===== src/rtl/unidad_de_busqueda_if.sv =====
// unidad_de_busqueda_if: fetch-stage bus linking HDU/ID/ROM to the fetch controller
interface unidad_de_busqueda_if #(parameter int ANCHO_PC = 10);
  logic stall;
  logic salto_tomado;
  logic [ANCHO_PC-1:0] destino_salto;
  logic [31:0] instruccion_mem;
  logic [ANCHO_PC-1:0] direccion;
  logic [31:0] instruccion_if;
  logic [ANCHO_PC-1:0] pc_if;
  logic [ANCHO_PC-1:0] pc_mas_uno;
  logic instr_valida;
  logic detenido;
  logic [31:0] instr_contadas;
  modport master (
    output stall, salto_tomado, destino_salto, instruccion_mem,
    input direccion, instruccion_if, pc_if, pc_mas_uno, instr_valida, detenido, instr_contadas
  );
  modport slave (
    input stall, salto_tomado, destino_salto, instruccion_mem,
    output direccion, instruccion_if, pc_if, pc_mas_uno, instr_valida, detenido, instr_contadas
  );
endinterface


===== src/rtl/unidad_de_busqueda.sv =====
// unidad_de_busqueda: fetch-stage controller owning the PC and feeding IF/ID
module unidad_de_busqueda #(
  parameter int ANCHO_PC = 10,
  parameter logic [ANCHO_PC-1:0] DIR_RESET = '0,
  parameter logic [31:0] INSTR_NOP = 32'h00000020,
  parameter logic [31:0] INSTR_HLT = 32'h00000000
) (
  input logic clk,
  input logic reset,
  unidad_de_busqueda_if.slave bus
);
  logic [ANCHO_PC-1:0] pc;
  logic [ANCHO_PC-1:0] pc_f;
  logic v_f;
  logic halt;
  logic [31:0] contadas;
  logic valida;
  // ROM address and IF/ID presentation; a stall re-reads pc_f so the ROM word holds
  always_comb begin
    valida = v_f & ~bus.salto_tomado & ~halt & ~reset;
    bus.direccion = reset ? DIR_RESET : (bus.stall & ~bus.salto_tomado) ? pc_f : pc;
    bus.instr_valida = valida;
    bus.instruccion_if = valida ? bus.instruccion_mem : INSTR_NOP;
    bus.pc_if = pc_f;
    bus.pc_mas_uno = pc_f + ANCHO_PC'(1);
    bus.detenido = halt;
    bus.instr_contadas = contadas;
  end
  // PC sequencing: reset > halt held > redirect > stall > halt detect > advance
  always_ff @(posedge clk) begin
    if (reset) begin
      pc <= DIR_RESET;
      pc_f <= DIR_RESET;
      v_f <= 1'b0;
      halt <= 1'b0;
      contadas <= '0;
    end else if (!halt) begin
      if (valida && !bus.stall)
        contadas <= contadas + 32'd1;
      if (bus.salto_tomado) begin
        pc <= bus.destino_salto;
        pc_f <= pc;
        v_f <= 1'b0;
      end else if (!bus.stall) begin
        if (valida && bus.instruccion_mem == INSTR_HLT) begin
          halt <= 1'b1;
          v_f <= 1'b0;
        end else begin
          pc_f <= pc;
          pc <= pc + ANCHO_PC'(1);
          v_f <= 1'b1;
        end
      end
    end
  end
endmodule


===== src/flat_wrapper.sv =====
// flat-port wrapper written by rule: the top's interface ports become plain ports
module unidad_de_busqueda_flat 
#(
  parameter int ANCHO_PC = 10,
  parameter logic [ANCHO_PC-1:0] DIR_RESET = '0,
  parameter logic [31:0] INSTR_NOP = 32'h00000020,
  parameter logic [31:0] INSTR_HLT = 32'h00000000
)
  (clk, reset, bus_stall, bus_salto_tomado, bus_destino_salto, bus_instruccion_mem, bus_direccion, bus_instruccion_if, bus_pc_if, bus_pc_mas_uno, bus_instr_valida, bus_detenido, bus_instr_contadas);
  unidad_de_busqueda_if #(.ANCHO_PC(ANCHO_PC)) bus_i ();
  input logic clk;
  input logic reset;
  input wire logic [$bits(bus_i.stall)-1:0] bus_stall;
  input wire logic [$bits(bus_i.salto_tomado)-1:0] bus_salto_tomado;
  input wire logic [$bits(bus_i.destino_salto)-1:0] bus_destino_salto;
  input wire logic [$bits(bus_i.instruccion_mem)-1:0] bus_instruccion_mem;
  output wire logic [$bits(bus_i.direccion)-1:0] bus_direccion;
  output wire logic [$bits(bus_i.instruccion_if)-1:0] bus_instruccion_if;
  output wire logic [$bits(bus_i.pc_if)-1:0] bus_pc_if;
  output wire logic [$bits(bus_i.pc_mas_uno)-1:0] bus_pc_mas_uno;
  output wire logic [$bits(bus_i.instr_valida)-1:0] bus_instr_valida;
  output wire logic [$bits(bus_i.detenido)-1:0] bus_detenido;
  output wire logic [$bits(bus_i.instr_contadas)-1:0] bus_instr_contadas;
  assign bus_i.stall = bus_stall;
  assign bus_i.salto_tomado = bus_salto_tomado;
  assign bus_i.destino_salto = bus_destino_salto;
  assign bus_i.instruccion_mem = bus_instruccion_mem;
  assign bus_direccion = bus_i.direccion;
  assign bus_instruccion_if = bus_i.instruccion_if;
  assign bus_pc_if = bus_i.pc_if;
  assign bus_pc_mas_uno = bus_i.pc_mas_uno;
  assign bus_instr_valida = bus_i.instr_valida;
  assign bus_detenido = bus_i.detenido;
  assign bus_instr_contadas = bus_i.instr_contadas;
  unidad_de_busqueda #(.ANCHO_PC(ANCHO_PC), .DIR_RESET(DIR_RESET), .INSTR_NOP(INSTR_NOP), .INSTR_HLT(INSTR_HLT)) u_core (.clk(clk), .reset(reset), .bus(bus_i));
endmodule

===== config.mk =====
export PLATFORM = sky130hd
export DESIGN_NAME = unidad_de_busqueda_flat
export DESIGN_NICKNAME = d
export VERILOG_FILES = /design/src/rtl/unidad_de_busqueda_if.sv /design/src/rtl/unidad_de_busqueda.sv /design/src/flat_wrapper.sv
export SDC_FILE = /design/constraint.sdc
export NUM_CORES = 1
export LEC_CHECK = 0
export BUFFER_PORTS_ARGS = -buffer_cell sky130_fd_sc_hd__buf_4
export CAP_MARGIN = 20
export CORE_ASPECT_RATIO = 0.5
export CORE_MARGIN = 2
export CORE_UTILIZATION = 25
export DETAILED_ROUTE_END_ITERATION = 10
export SYNTH_ARGS = -nofsm -noshare
export SYNTH_HDL_FRONTEND = slang
export SYNTH_SLANG_ARGS = --single-unit

===== constraint.sdc =====
create_clock -name clk -period 3.1 [get_ports clk]
set_input_delay 0.62 -clock clk [delete_from_list [all_inputs] [get_ports clk]]
set_output_delay 0.62 -clock clk [all_outputs]
set_load 0.1 [all_outputs]

==> results of run 1 <==
metal layers:
layer / share of wire (%) / wire (um) / GRT usage [%] / up-vias
met1: 45 / 4620 / 18.1 / 1573
li1: - / - / - / 1730
met2: 51 / 5170 / 26.1 / 49
met5: 0 / 0 / 0 / -
met4: 1.3 / 137 / 3.86 / 0
met3: 3.0 / 307 / 2.53 / 11
cells by family after synthesis:
kind of cell	synth area share, %
AOI/OAI and AO/OA	11.1
and+or+nand+nor	37.8
muxes	3.20
DFF	34.1
adders and majority gates	1.18
xor gates and xnor gates	8.57
buffers and inverters	4.07
cell type report:
cell class | instances | area, sq um
Sequential cell | 54 | 1080
Timing Repair Buffer | 150 | 1140
Tap cell | 170 | 213
Multi-Input combinational cell | 328 | 2100
Fill cell | 1314 | 7820
Inverter | 9 | 33.8
Clock inverter | 2 | 15.0
Clock buffer | 5 | 125
sequential cells by signal (all words and copies together) (netlist names):
register                   cells
u_core.bus.instr_contadas     32
u_core.bus.pc_if              10
u_core.bus.detenido            1
u_core.pc                     10
u_core.v_f                     1
cell usage in the layout (no fill, tap or decap), drive strengths merged, types with 13 or more instances in the layout:
master | netlist | routed
o21ai | 15 | 15
nor3 | 13 | 13
dfxtp | 54 | 54
nand4 | 18 | 18
nand2b | 18 | 18
a21oi | 27 | 27
nand2 | 40 | 40
xor2 | 14 | 14
nor2 | 44 | 44
nor4 | 14 | 14
nand3 | 22 | 22
xnor2 | 17 | 17
buf | 5 | 150
and2 | 32 | 32
worst max-delay path by stage:
stage | slack (ns) | start | to | depth (start not counted)
final | 0.30 | bus_stall | bus_direccion[9] | 5
after global routing | 0.22 | bus_stall | bus_direccion[8] | 5
after CTS | 0.30 | bus_stall | bus_direccion[8] | 5
after detailed placement | 0.31 | bus_stall | bus_direccion[8] | 5
after global placement | 0.32 | bus_stall | bus_direccion[6] | 5
after floorplan | -0.37 | u_core.bus.pc_if[2]$_SDFFE_PP0P_ | bus_pc_mas_uno[3] | 2
worst max-delay path, stage by stage:
cell	delay, ns
buf_4	0.12
nor2b_1	0.80
nand2_1	0.15
a21oi_2	0.17
buf_4	0.31
report_power, final:
| group | switching (uW) | leakage [uW] | internal [uW] |
|---|---|---|---|
| clock network | 253 | 0.0000619 | 295 |
| registers | 24.9 | 0.000438 | 710 |
| logic | 282 | 0.00144 | 115 |
| total | 560 | 0.00194 | 1120 |
metrics by stage:
step	power, uW	TNS (ns)	util [%]	hold WS (ns)	setup slack (ns)
4_1_cts	1700	0	37.6	0.516	0.303
3_5_place_dp	1150	0	36.4	0.505	0.308
3_3_place_gp	1150	0	36.4	0.492	0.317
2_1_floorplan	1030	-1.24	-	0.449	-0.368
5_1_grt	1750	0	37.6	0.527	0.219
6_report	1680	0	37.6	0.512	0.300
==> flow_metrics.tcl, run 1 <==
set metrics [dict create \
    status "finished clean" \
    gp_congestion 0.795 \
    synth_top_area_share_pct 34.1 \
    synth_cells 413 \
    cts_num_sinks 54 \
    drive_gt1_share_pct 38.3 \
    synth_common_cells "54 x dfxtp_1, 44 x nor2_1, 40 x nand2_1" \
    ys_types 39 \
    first_pass_iters 5 \
    maxCapViolCount 0 \
    ir_drop_v 0.000204 \
    synth_edf_count 0 \
    synth.largest_area_cell "dfxtp_1" \
    grt_overflow 0 \
    hold_buffers 0 \
    cts_resized 0 \
    synthFlopType "dfxtp_1" \
    clock_latency_ns 0.30 \
    grt_pass1_wl_um 16000 \
    tritoncts "built" \
    reg2reg_from "u_core.bus.detenido$_SDFF_PP0_" \
    syn_nets 462 \
    dp_cells 711 \
    fmax_mhz 357 \
    cts_setup_buffers 0 \
    reg2reg_depth 7 \
    worst_pin_slew_ns 0.999 \
    post_drt_wl_per_cell_um 14.3 \
    fp.dieW_um 163 \
    hold_viol 0 \
    grt_max_degree 76 \
    diodes 0 \
    worstPathArrival_ns 2.18 \
    fin_cells 718 \
    die_area_sq_mm 0.0136 \
    ys_ff_latch 54 \
    fin_crit_ns 2.80 \
    min_from "u_core.bus.instr_contadas[29]$_SDFFE_PP0P_" \
    yosys_warnings 0 \
    syn_avg_cell_area_sq_um 7.67 \
    skew_ns 0.00849 \
    startpoint_type "input pin" \
    hold_depth 2 \
    maxSlewHeadroom_pct 33.3 \
    h-tree-depth 2 \
    grt_pass1_vias 3141 \
    clk_pin_slew_ns 0.07 \
    areaGrowthSynthToFinish_pct 48.4 \
    pin_count 142 \
    cellPowerDensity_mw_per_mm2 357 \
    yosysMostFrequentCell "dfxtp_1" \
    drc_errors 0 \
    cp.required_ns 2.48 \
    yosys-top-cells-area "dfxtp_1 34%, and2_1 6.3%, nor2_1 5.2%, nand2_1 4.7%, xnor2_1 4.7%" \
    num_vias 3363 \
    coreArea_sq_mm 0.0125 \
    grt_antenna_before_repair 0 \
    cts_made_buffers 5 \
    cts_root_buf "clkbuf_16" \
    ant_nets 0 \
    slew_viol_final 0 \
    via_per_inst 4.68 \
    ys_seq_area_share_pct 34.1 \
    timing.final.crit_share_pct 90.3 \
    cts_buffer_depth 2 \
    placed_area_sq_mm 0.00456 \
    totalWireLength_um 10200 \
    hp-class "reg2reg" \
    critPathMaxFanout 14 \
    start_util_pct 25.3 \
    async_flop_share_pct 0 \
    track_usage_pct 14.6 \
    critPathKind "in2out" \
    io_buffers 141 \
    cp-end-kind "output port" \
    fp-row-count 29 \
    hpwl_um 7940 \
    chipHeight_um 83.6 \
    syn_area_sq_mm 0.00317 \
    ff2ff_setup_slack_ns 0.77 \
    worstHoldEndpoint "u_core.bus.instr_contadas[29]$_SDFFE_PP0P_" \
    drt_iter0_markers 165 \
    nets 597 \
    setup_viol 0 \
    rsz0062_at_grt "no" \
    leakage_uw 0.00194 \
    r2r-end "u_core.pc[2]$_SDFFE_PP0P_" \
    final_area_sq_mm 0.00470 \
]
Power figures use the tool's default switching activity.
==> inputs of run 2 (changes only) <==
Settings changed: MAX_ROUTING_LAYER set to met4, PLACE_DENSITY set to 0.46.
==> run 2 against run 1 <==
  * Final cell count is the same
  * Final area is essentially flat
  * Clock power grew 7.7%
  * Critical path depth grew 1
  * Hold slack is essentially flat
  * Register-to-register slack lost 0.05 ns
  * Combinational power shrank 1%
  * Critical path type unchanged
  * Largest cell class unchanged
  * Highest routed layer unchanged
==> flow_metrics.tcl, run 2 (synthesis results as in run 1) <==
set metrics [dict create \
    reg2reg_depth 7 \
    busiest_layer "met2" \
    use_met3_pct 2.78 \
    start_util_pct 25.3 \
    fin_cells 718 \
    hold_depth 2 \
    io_buffers 141 \
    power_frac_seq_pct 42.8 \
    cp.buffers_inverters 4 \
    chipHeight_um 83.6 \
    startpoint_type "input pin" \
    grt_pass1_wl_um 16900 \
    critPathMaxFanout 37 \
    drt_iter0_markers 165 \
    grt.met2_usage_pct 26.1 \
    hold_buffers 0 \
    fp.dieW_um 163 \
    hold_viol 0 \
    grtUsageMet1_pct 20.3 \
    diodes 0 \
    largest_register_ff_count 32 \
    die_area_sq_mm 0.0136 \
    timing.final.crit_share_pct 85.6 \
    slew_viol_final 0 \
    clock_latency_ns 0.30 \
    grt_overflow 0 \
    nets 596 \
    critPathTopFamily "simple AND/OR/NAND/NOR gates" \
    skew_ns 0.00864 \
    leakage_uw 0.00194 \
    crit_path_start "bus_salto_tomado" \
    clk_pin_slew_ns 0.07 \
    num_vias 3324 \
    fmax_mhz 377 \
    p_clk_share_pct 34.3 \
    maxCapViolCount 0 \
    coreArea_sq_mm 0.0125 \
    status "finished clean" \
    crit_path_frequent_cell "buf_4" \
    dp_cells 710 \
    totalWireLength_um 10400 \
    setup_viol 0 \
    maxSlewHeadroom_pct 44.4 \
    critPathKind "in2out" \
    rsz0062_at_grt "no" \
    areaGrowthSynthToFinish_pct 48.4 \
    cts_root_buf "clkbuf_16" \
    cp.required_ns 2.48 \
    cp_num_cells 6 \
    ir_drop_v 0.000189 \
    layout_commonest_cell "buf_4" \
    drc_errors 0 \
    gp_congestion 0.778 \
    p_switching_uw 591 \
    post_drt_wl_per_cell_um 14.5 \
    internal_power_uw 1130 \
    final_util_pct 37.6 \
    first_pass_iters 4 \
    grt_max_degree 76 \
    track_usage_pct 15.7 \
    cts_buffer_depth 2 \
    slowest_stage "or4b_4" \
    fin_crit_ns 2.65 \
    grt_pass1_vias 3206 \
    pin_count 142 \
    drive_gt1_share_pct 38.3 \
    hp-class "reg2reg" \
    fp-row-count 29 \
    worst_pin_slew_ns 0.830 \
    cellPowerDensity_mw_per_mm2 365 \
    cts_num_sinks 54 \
    via_per_inst 4.63 \
    cp_slowest_stage_delay_ns 0.57 \
    hpwl_um 7780 \
    swShare_pct 34.4 \
    grt_antenna_before_repair 0 \
    reg2reg_from "u_core.bus.detenido$_SDFF_PP0_" \
    cts_made_buffers 5 \
    cp-end-kind "output port" \
    cts_setup_buffers 0 \
    fin_tns_setup_ns 0 \
    cts_resized 0 \
    h-tree-depth 2 \
    worstPathArrival_ns 2.03 \
    crit_chain "buf_4, or4b_4, inv_2, buf_12, and2_2, buf_4" \
    final_cell_mix "148 x buf_4, 54 x dfxtp_1, 44 x nor2_1" \
    p_comb_share_pct 22.9 \
    tritoncts "built" \
    ant_nets 0 \
    min_from "u_core.v_f$_SDFFE_PP0P_" \
    finalPower_uw 1720 \
]
run 2: cell count changes in the layout (fill, tap and decap cells not counted), sizes merged:
cell / change
buf: -1
inv: +1
run 2: area by class of cell:
cell class / count / area (sq um)
fillers: 1325 / 7820
multi-input cells: 328 / 2100
repair buffers: 149 / 1130
flip-flops and latches: 54 / 1080
well taps: 170 / 213
clock buffers: 5 / 125
inverters: 9 / 33.8
clock inverters: 3 / 23.8
run 2: stage by stage:
stage               worst slack, ns  hold WS [ns]  cell area (sq um)
finish                        0.447         0.513               4700
global route                  0.359         0.529               4700
CTS                           0.436         0.507               4700
detailed placement            0.340         0.496               4550
global placement              0.379         0.496               4550
floorplan                    -0.368         0.449               3300
run 2: final timing paths:
kind	slack (ns)	end
worst max-delay path	0.45	bus_instruccion_if[17]
worst min-delay path	0.51	u_core.v_f$_SDFFE_PP0P_
worst max register to register	0.72	u_core.bus.pc_if[9]$_SDFFE_PP0P_
worst min register to register	0.51	u_core.v_f$_SDFFE_PP0P_
run 2: power by group through the flow:
stage | clock (uW) | combinational, uW | sequential, uW
after floorplan | 0 | 240 | 787
after global placement | 0 | 396 | 752
after detailed placement | 0 | 395 | 752
after CTS | 606 | 396 | 736
after global routing | 646 | 412 | 739
final | 590 | 393 | 736
run 2: metal layers:
layer	part of all wire [%]	wire, um
met1	48	5030
met2	48	4970
met3	3.0	316
met4	1.0	104
met5	0	0
run 2: worst min-delay path: stages (launching register included):
cell      delay, ns
dfxtp_1        0.33
nand2b_1       0.07
o32ai_1        0.06
